--- config.mk ---
export PLATFORM = sky130hd
export DESIGN_NAME = stdcore_unpack
export DESIGN_NICKNAME = d
export VERILOG_FILES = /design/src/rtl/stdcore_pkg.sv /design/src/rtl/stdcore_lanesel.sv /design/src/rtl/stdcore_unpack.sv
export SDC_FILE = /design/constraint.sdc
export NUM_CORES = 1
export LEC_CHECK = 0
export ABC_AREA = 1
export BUFFER_PORTS_ARGS = -buffer_cell sky130_fd_sc_hd__buf_2
export CELL_PAD_IN_SITES_DETAIL_PLACEMENT = 1
export CELL_PAD_IN_SITES_GLOBAL_PLACEMENT = 2
export CORE_ASPECT_RATIO = 1.2
export CORE_MARGIN = 2
export CORE_UTILIZATION = 30
export DETAILED_ROUTE_END_ITERATION = 8
export GPL_ROUTABILITY_DRIVEN = 0
export PLACE_DENSITY = 0.85
export SETUP_SLACK_MARGIN = 0.15
export SYNTH_ARGS = -nofsm -noshare
export SYNTH_HDL_FRONTEND = slang
export SYNTH_SLANG_ARGS = --single-unit
--- constraint.sdc ---
create_clock -name clk -period 1.7 [get_ports clk]
set_input_delay 0.17 -clock clk [delete_from_list [all_inputs] [get_ports clk]]
set_output_delay 0.17 -clock clk [all_outputs]
set_load 0.02 [all_outputs]
--- src/rtl/stdcore_pkg.sv ---
// Shared stdcore definitions: elaboration-time helpers used across the stdcore blocks.
package stdcore_pkg;

  function automatic int clog2(input int v);
    int r;
    r = 0;
    while ((1 << r) < v) r++;
    return r;
  endfunction

endpackage

--- src/rtl/stdcore_lanesel.sv ---
// Combinational lane selector: picks lane sel out of an N-lane packed word.
module stdcore_lanesel
  import stdcore_pkg::*;
#(
  parameter int DW = 8,
  parameter int N  = 4,
  localparam int CW = clog2((N < 2) ? 2 : N)
) (
  input  logic [DW*N-1:0] word,
  input  logic [CW-1:0]   sel,
  output logic [DW-1:0]   lane
);

  always_comb begin
    lane = '0;
    for (int unsigned k = 0; k < N; k++) begin
      if (sel == CW'(k)) lane = word[k*DW +: DW];
    end
  end

endmodule

--- src/rtl/stdcore_unpack.sv ---
// Stream width down-converter: accepts one N-lane word, emits it lane by lane
// (lane 0 first) with a last-lane flag; supports partial words via p_cnt.
module stdcore_unpack
  import stdcore_pkg::*;
#(
  parameter int DW = 8,
  parameter int N  = 4,
  localparam int CW = clog2((N < 2) ? 2 : N)
) (
  input  logic            clk,
  input  logic            arst,
  input  logic [DW*N-1:0] p,
  input  logic [CW-1:0]   p_cnt,
  input  logic            p_val,
  output logic            p_rdy,
  output logic [DW-1:0]   c,
  output logic            c_last,
  output logic            c_val,
  input  logic            c_rdy
);

  if (N < 1 || DW < 1) begin : g_param_err
    $error("stdcore_unpack: N and DW must both be >= 1");
  end

  typedef enum logic {EMPTY, BUSY} state_t;

  state_t          state_q, state_d;
  logic [DW*N-1:0] word_q, word_d;
  logic [CW-1:0]   last_q, last_d;
  logic [CW-1:0]   idx_q, idx_d;
  logic [CW-1:0]   cnt_clamp;
  logic            full, at_last, accept, xfer;

  assign full      = (state_q == BUSY);
  assign at_last   = (idx_q == last_q);
  assign cnt_clamp = (p_cnt > CW'(N - 1)) ? CW'(N - 1) : p_cnt;

  // p_rdy depends only on registers and c_rdy, never on p_val.
  assign p_rdy  = !full || (c_rdy && at_last);
  assign accept = p_val && p_rdy;
  assign xfer   = full && c_rdy;

  assign c_val  = full;
  assign c_last = full && at_last;

  stdcore_lanesel #(.DW(DW), .N(N)) u_lanesel (
    .word (word_q),
    .sel  (idx_q),
    .lane (c)
  );

  // A load in the same cycle as the final lane transfer wins, giving a gapless handoff.
  always_comb begin
    state_d = state_q;
    word_d  = word_q;
    last_d  = last_q;
    idx_d   = idx_q;
    if (accept) begin
      state_d = BUSY;
      word_d  = p;
      last_d  = cnt_clamp;
      idx_d   = '0;
    end else if (xfer) begin
      if (at_last) begin
        state_d = EMPTY;
        idx_d   = '0;
      end else begin
        idx_d   = idx_q + CW'(1);
      end
    end
  end

  always_ff @(posedge clk or posedge arst) begin
    if (arst) begin
      state_q <= EMPTY;
      word_q  <= '0;
      last_q  <= '0;
      idx_q   <= '0;
    end else begin
      state_q <= state_d;
      word_q  <= word_d;
      last_q  <= last_d;
      idx_q   <= idx_d;
    end
  end

endmodule

Word-level counts from Yosys, hierarchy flattened
Cells that the tools add are included.
Widths: inputs -> output; s select.
Storage, ports and cells
  flip-flop bits (word level): 37
  logic and storage cells: 31
  output and inout bits: 11
  bits of input ports: 38
Cells by class
  multiplexer cells: 11
  reductions and logical operators: 10
  add/subtract/negate cells: 1
  order comparisons: 1
  equality and inequality tests: 4
Operators with widths (count)
  $mux 8: 4
  $mux 2: 4
  $eq 2x2->1 const B: 2
  $logic_and 1x1->1: 4
  $reduce_bool 2->1: 2
  $mux 1: 3
  $add 2x1->2 const B: 1
  $eq 2x1->1 const B: 1
  $eq 2x2->1: 1
  $gt 2x2->1 const B: 1
  $logic_not 2->1: 1
  $reduce_and 2->1: 1
  $logic_not 1->1: 1
  $logic_or 1x1->1: 1

Logic depth before layout (Yosys ltp)
Gate-level depths: netlist of the first run.
  word-level depth: 6
  gate-level depth with buffers: 9
  depth with buffers taken out: 8

By module
A second synthesis of the first run with hierarchy kept.
Unflattened totals
  cells, all modules: 232
  area, all modules: 1903.1 um2
Modules (own cells, without submodules)
  stdcore_unpack: times used 1, sequential area each 925.9 um2, area an instance 1639.1 um2, cells each 185
  stdcore_lanesel: times used 1, sequential area each 0.0 um2, area an instance 264.0 um2, cells each 47

Worst setup path after synthesis of the first run
OpenSTA, ideal clock, no wires.
  path kind: register -> output
  start: reg idx_q[0]
  end: out c[0]
  buffers on the path: 1
  path slack: 50 ps
  required time: 1530 ps
  stages on the path, launching flop included: 8
  arrival time: 1480 ps
  cell sequence: dfrtp_1 -> inv_1 -> ha_1 -> clkbuf_1 -> nand2_1 -> o21ai_0 -> nand2_1 -> a22oi_1
On the way
  cells in the longest elaborated chain, start to end: 5
  elaborated cells between the ends (all ways): 8
  those cells by class: eq/ne: 3; mux: 4; reduce/logical: 1
Ends and longest elaborated chain
  start, declared: RTL line stdcore_unpack.sv:31  | logic [CW-1:0] idx_q, idx_d;
  start signal, assigned: RTL line stdcore_unpack.sv:84  | idx_q <= idx_d;
  $logic_not 2->1: RTL line stdcore_lanesel.sv:17  | if (sel == CW'(k)) lane = word[k*DW +: DW];
  $mux 8 (3 in series): RTL line stdcore_lanesel.sv:17
  $mux 8 (*): RTL line stdcore_lanesel.sv:17
  end, declared: RTL line stdcore_unpack.sv:16  | output logic [DW-1:0] c,
Mark *: on every way between the ends. The rest lies on a longest branch, timed or not.

Worst setup path in the final report of the first run
  start: reg idx_q[0]
  end: out c[6]
The elaborated chain is that of the path after synthesis.

==> flow_summary.json, run 1 <==
{
  "max_cap_violations": 0,
  "grt_max_degree": 38,
  "setup_viol": 38,
  "worst_slew_pin_slew_ps": 877,
  "ant_nets": 0,
  "grt_pass1_wl_microns": 9310,
  "nets": 361,
  "wire_per_inst_microns": 18.7,
  "cts_tree": "built",
  "drive_above_1_share_pct": 52.7,
  "area_growth_pct": 57.6,
  "synth-warning-count": 0,
  "slew_violations": 0,
  "synth_seq_cells": 37,
  "cellPowerDensity_nw_per_um2": 2080,
  "crit_required_ps": 1530,
  "arrival_ps": 1800,
  "rsz0062_at_grt": "true",
  "reg2reg_to": "word_q[22]",
  "cts_made_buffers": 5,
  "irDropWorstVdd_mv": 0.641,
  "vias": 2030,
  "critPathTopFamily": "buffers and inverters",
  "cp_cell_sequence": "inv_4, buf_12, ha_4, buf_8, a21oi_1, a22oi_2, buf_4",
  "cp_slowest_cell": "dfrtp_2",
  "pre_cts_ws_ps": -70.6,
  "htreeDepth": 2,
  "cts_root_buffer": "clkbuf_8",
  "synth_area_leaders": "dfrtp_1 (48%), nand2_1 (19%), nand3_1 (8.7%)",
  "r2r_slack_ps": -70,
  "violations": "hold timing, setup timing",
  "synth_top_cell_by_area": "dfrtp_1",
  "placed_cells": 373,
  "ios": 49,
  "stdcell_count": 404,
  "routed_wl_microns": 7570,
  "clkTransAtPathRegs_ps": 70,
  "netlist_area_sq_um": 1950,
  "status": "finished with violations",
  "max_freq_mhz": 508,
  "skew_ps": 3.59,
  "relSlewSlack_pct": 41.5,
  "synth_cells": 247,
  "grt_pass1_vias": 1905,
  "seq_area_frac_synth_pct": 47.6,
  "drc_errors": 0,
  "clock_sinks": 37,
  "die_h_microns": 92.2,
  "antenna_found_initial": 0,
  "place_hpwl_microns": 3980,
  "cp-end-kind": "output pin",
  "die_x_microns": 77.5,
  "avgSynthCellArea_sq_um": 7.88,
  "worst-setup-path-type": "reg -> out",
  "worst_slack_ps": -270,
  "placementRows": 32,
  "antennaDiodeCount": 0,
  "ff2ff_path_depth": 12,
  "cp.depth": 7,
  "whs_ps": -17.1,
  "coreArea_sq_um": 6370,
  "finalCritPeriodShare_pct": 116,
  "final_common_cell": "nand2_1",
  "clk_latency_ps": 300,
  "start_util_pct": 30.6,
  "grt-ovfl-total": 0,
  "cp_max_fo": 8,
  "firstDrtPassIters": 4,
  "hold_viol": 32,
  "dieArea_sq_um": 7150,
  "synth_cell_types": 19,
  "cp_slowest_stage_delay_ps": 460,
  "crit_buf_inv": 4,
  "syn_nets": 289,
  "clk_path_buf_depth": 2,
  "via_per_inst": 5.02,
  "cts_hold_buf": 0,
  "io_buffers": 48,
  "drt_first_iter_violations": 189,
  "grt.total_usage_pct": 16.7,
  "layout_common_cells": "nand2_1 (58), nand2_2 (42), buf_2 (38)",
  "fin_setup_tns_ps": -2320,
  "p_leak_uw": 0.00149,
  "worstReg2RegStart": "idx_q[0]",
  "critPathLaunchType": "flop",
  "min_period_ps": 1970,
  "yosysTopAreaCellShare_pct": 47.6,
  "min_path_type": "in -> async"
}
## registers in the layout (all words and copies together) (netlist names)
signal / cells
word_q: 32
c_val: 1
last_q: 2
idx_q: 2
## worst min-delay path, cell delays in order
cell and delay, ps:
buf_2 100, inv_1 40, buf_4 410
## what timing repair did
item / 4_1_cts / 5_1_grt
cloned: 0 / 7
setup endpoints to repair: 10 / 46
hold endpoints to repair: 0 / 0
setup buffers: 8 / 9
resized for setup: 50 / 75
pin swaps: 7 / 20
## Yosys cell counts
cell      number
buf_12         1
nand2_4        1
inv_1         17
a21oi_1        8
nor2_1         3
nand2_8        1
o21ai_0        9
clkbuf_1       6
ha_1           4
nand3_2        1
nand2_1       98
nand3_1       34
dfrtp_1       37
buf_6          2
buf_2          2
inv_2          1
nand2_2       10
a22oi_1        8
buf_4          4
## area by class of cell
cell class | instances | area (sq um)
Inverter | 18 | 72.6
Multi-Input combinational cell | 184 | 1300
Tap cell | 85 | 106
Timing Repair Buffer | 73 | 579
Clock buffer | 7 | 86.3
Fill cell | 751 | 3300
Sequential cell | 37 | 927
## worst max-delay path by stage
stage,start,to,slack [ps]
after global routing,idx_q[0],c[6],-330
after global placement,idx_q[0],c[5],-0.1
after detailed placement,idx_q[0],c[5],-70
final,idx_q[0],c[6],-270
after floorplan,idx_q[0],c[0],160
after CTS,idx_q[0],c[5],-100
## power by group
part	switching, uW	internal, uW	total (uW)
logic	2230	1770	3990
clock network	309	322	631
registers	445	1300	1740
total	2980	3390	6370
## per-stage QoR
step | instance area, sq um | hold WS, ps | utilization [%] | total power (uW)
final | 3070 | -17.1 | 48.2 | 6370
after global routing | 3070 | 27.3 | 48.2 | 6720
after CTS | 2600 | 6.49 | 40.9 | 5030
after detailed placement | 2290 | 315 | 35.9 | 3840
after global placement | 2290 | 308 | 35.9 | 3770
after floorplan | 1990 | 314 | - | 3220
## routing by layer
layer	vias up	routed length [microns]	global-route usage, %
met5	-	0	0
met4	0	254	5.65
met3	21	289	2.26
met2	55	4180	30.8
met1	1017	2850	19.6
li1	937	-	-
## kinds of logic after synthesis
group	Yosys count	synth area share, %
AO/OA/AOI/OAI	25	7.46
adder cells (fa/ha/maj)	4	2.57
buffers and inverters	33	8.87
flip-flops	37	47.6
AND/OR/NAND/NOR	148	33.5
Power figures use the tool's default switching activity.
==> inputs of run 2 (changes only) <==
REMOVE_ABC_BUFFERS = 1   (was not set)
==> run 2 against run 1 <==
Against the previous run: the flow still finishes with violations (hold timing, setup timing); critical path type unchanged; sequential power barely moved; clock power grew 28%; sequential share of layout area is 1.3 points higher; hold slack gained 9.2 ps; setup slack improved by 150 ps; routed wire length is 13% lower; global-route usage rose by 0.76 points; fmax up 8.4%.
==> flow_summary.json, run 2 (synthesis results as in run 1) <==
{
  "status": "finished with violations",
  "violations": "hold timing, setup timing",
  "clkTransAtPathRegs_ps": 80,
  "cts_tree": "built",
  "cp-end-kind": "output pin",
  "cts_root_buffer": "clkbuf_8",
  "skew_ps": 11.0,
  "cellPowerDensity_nw_per_um2": 2030,
  "critPathLaunchType": "flop",
  "cts_hold_buf": 0,
  "min_period_ps": 1820,
  "worstReg2RegStart": "idx_q[1]",
  "antennaDiodeCount": 0,
  "arrival_ps": 1650,
  "cp_max_fo": 4,
  "slew_violations": 0,
  "ant_nets": 0,
  "die_x_microns": 77.5,
  "worst_slew_pin_slew_ps": 590,
  "drt_first_iter_violations": 82,
  "clk_path_buf_depth": 2,
  "fin_util_pct": 46.1,
  "dieArea_sq_um": 7150,
  "irDropWorstVdd_mv": 0.564,
  "final-seq-area_sq_um": 927,
  "nets": 354,
  "relSlewSlack_pct": 60.6,
  "grt_pass1_wl_microns": 9710,
  "worst_slack_ps": -117,
  "critPathTopFamily": "flip-flops",
  "antenna_found_initial": 0,
  "cp_slowest_stage_delay_ps": 400,
  "hold_viol": 21,
  "ios": 49,
  "grt_pass1_vias": 1975,
  "cp_cell_sequence": "inv_2, ha_4, buf_6, nand2_1, o21ai_1, nand2_1, a22oi_2, buf_4",
  "layout_common_cells": "nand2_1 (65), buf_2 (38), dfrtp_1 (36)",
  "max_freq_mhz": 550,
  "whs_ps": -7.91,
  "grt.total_usage_pct": 17.4,
  "r2r_slack_ps": 90,
  "largest_reg_flops": 32,
  "crit_top_cell": "nand2_1",
  "clock_sinks": 37,
  "crit_required_ps": 1530,
  "drc_errors": 0,
  "ff2ff_path_depth": 10,
  "io_buffers": 48,
  "start_util_pct": 30.6,
  "vias": 1928,
  "rsz0062_at_grt": "true",
  "htreeDepth": 2,
  "largest_register": "word_q",
  "area_growth_pct": 50.9,
  "crit_buf_inv": 3,
  "die_h_microns": 92.2,
  "cts_made_buffers": 5,
  "wire_per_inst_microns": 16.5,
  "min_path_type": "in -> async",
  "setup_viol": 8,
  "cp_slowest_cell": "dfrtp_1",
  "final_common_cell": "nand2_1",
  "fillers": 762,
  "p_leak_uw": 0.00146,
  "grt_max_degree": 38,
  "multiInputGateArea_sq_um": 1250,
  "worst-setup-path-type": "reg -> out",
  "reg2reg_to": "word_q[28]",
  "via_per_inst": 4.84,
  "grt-ovfl-total": 0,
  "firstDrtPassIters": 4,
  "coreArea_sq_um": 6370,
  "place_hpwl_microns": 3550,
  "reg_top3": "word_q (32), idx_q (2), last_q (2)",
  "routed_wl_microns": 6570,
  "drive_above_1_share_pct": 48.6,
  "max_cap_violations": 0,
  "finalCritPeriodShare_pct": 107,
  "placementRows": 32,
  "clk_latency_ps": 290
}
## run 2: area by class of cell
class	count	share of cell area (%)
multi-input cells	185	42.4
clock inverters	2	1.28
repair buffers	65	16.0
clock buffers	6	2.81
flip-flops and latches	37	31.6
inverters	18	2.30
well taps	85	3.62
## run 2: worst max path at each step
stage,startpoint,cells after the start,slack (ps),to
CTS,idx_q[1],7,-100,c[2]
global placement,idx_q[1],7,40,c[2]
global route,idx_q[1],8,-220,c[1]
detailed placement,idx_q[0],7,7,c[2]
finish,idx_q[1],8,-120,c[7]
floorplan,idx_q[1],6,130,c[0]
## run 2: routing by layer
metal | wire length (microns) | global-route usage [%] | vias to the layer above | part of all wire, %
li1 | - | - | 934 | -
met1 | 2720 | 22.2 | 941 | 41
met2 | 3530 | 30.1 | 39 | 54
met3 | 168 | 2.95 | 14 | 2.6
met4 | 151 | 5.21 | 0 | 2.3
met5 | 0 | 0 | - | 0
## run 2: power by group
part	internal, uW	leakage [uW]	switching, uW	total [uW]
Sequential	1300	0.000457	413	1710
Combinational	1480	0.000942	1990	3460
Clock	477	0.0000574	329	806
Total	3250	0.00146	2730	5980
## run 2: worst reg2reg max path: cells and delay by family, from the launching register on
| family | cells | cell delay (ps) |
|---|---|---|
| AND/OR/NAND/NOR | 7 | 660 |
| flip-flops | 1 | 400 |
| buffers and inverters | 3 | 450 |
## run 2: metrics by stage
| stage | power [uW] | setup WS, ps | cell area, sq um | std cells | TNS, ps |
|---|---|---|---|---|---|
| 2_1_floorplan | 2970 | 130 | 1840 | 232 | 0 |
| 3_3_place_gp | 3620 | 41.4 | 2250 | 373 | 0 |
| 3_5_place_dp | 3690 | 7.32 | 2250 | 373 | 0 |
| 4_1_cts | 5100 | -98.1 | 2580 | 389 | -563 |
| 5_1_grt | 6390 | -220 | 2940 | 398 | -1480 |
| 6_report | 5980 | -117 | 2940 | 398 | -763 |
## run 2: timing repair
item,4_1_cts,5_1_grt
buffers inserted,4,5
resized for setup,42,72
pin swaps,8,8
cloned,4,4
endpoints found under the setup margin,26,47
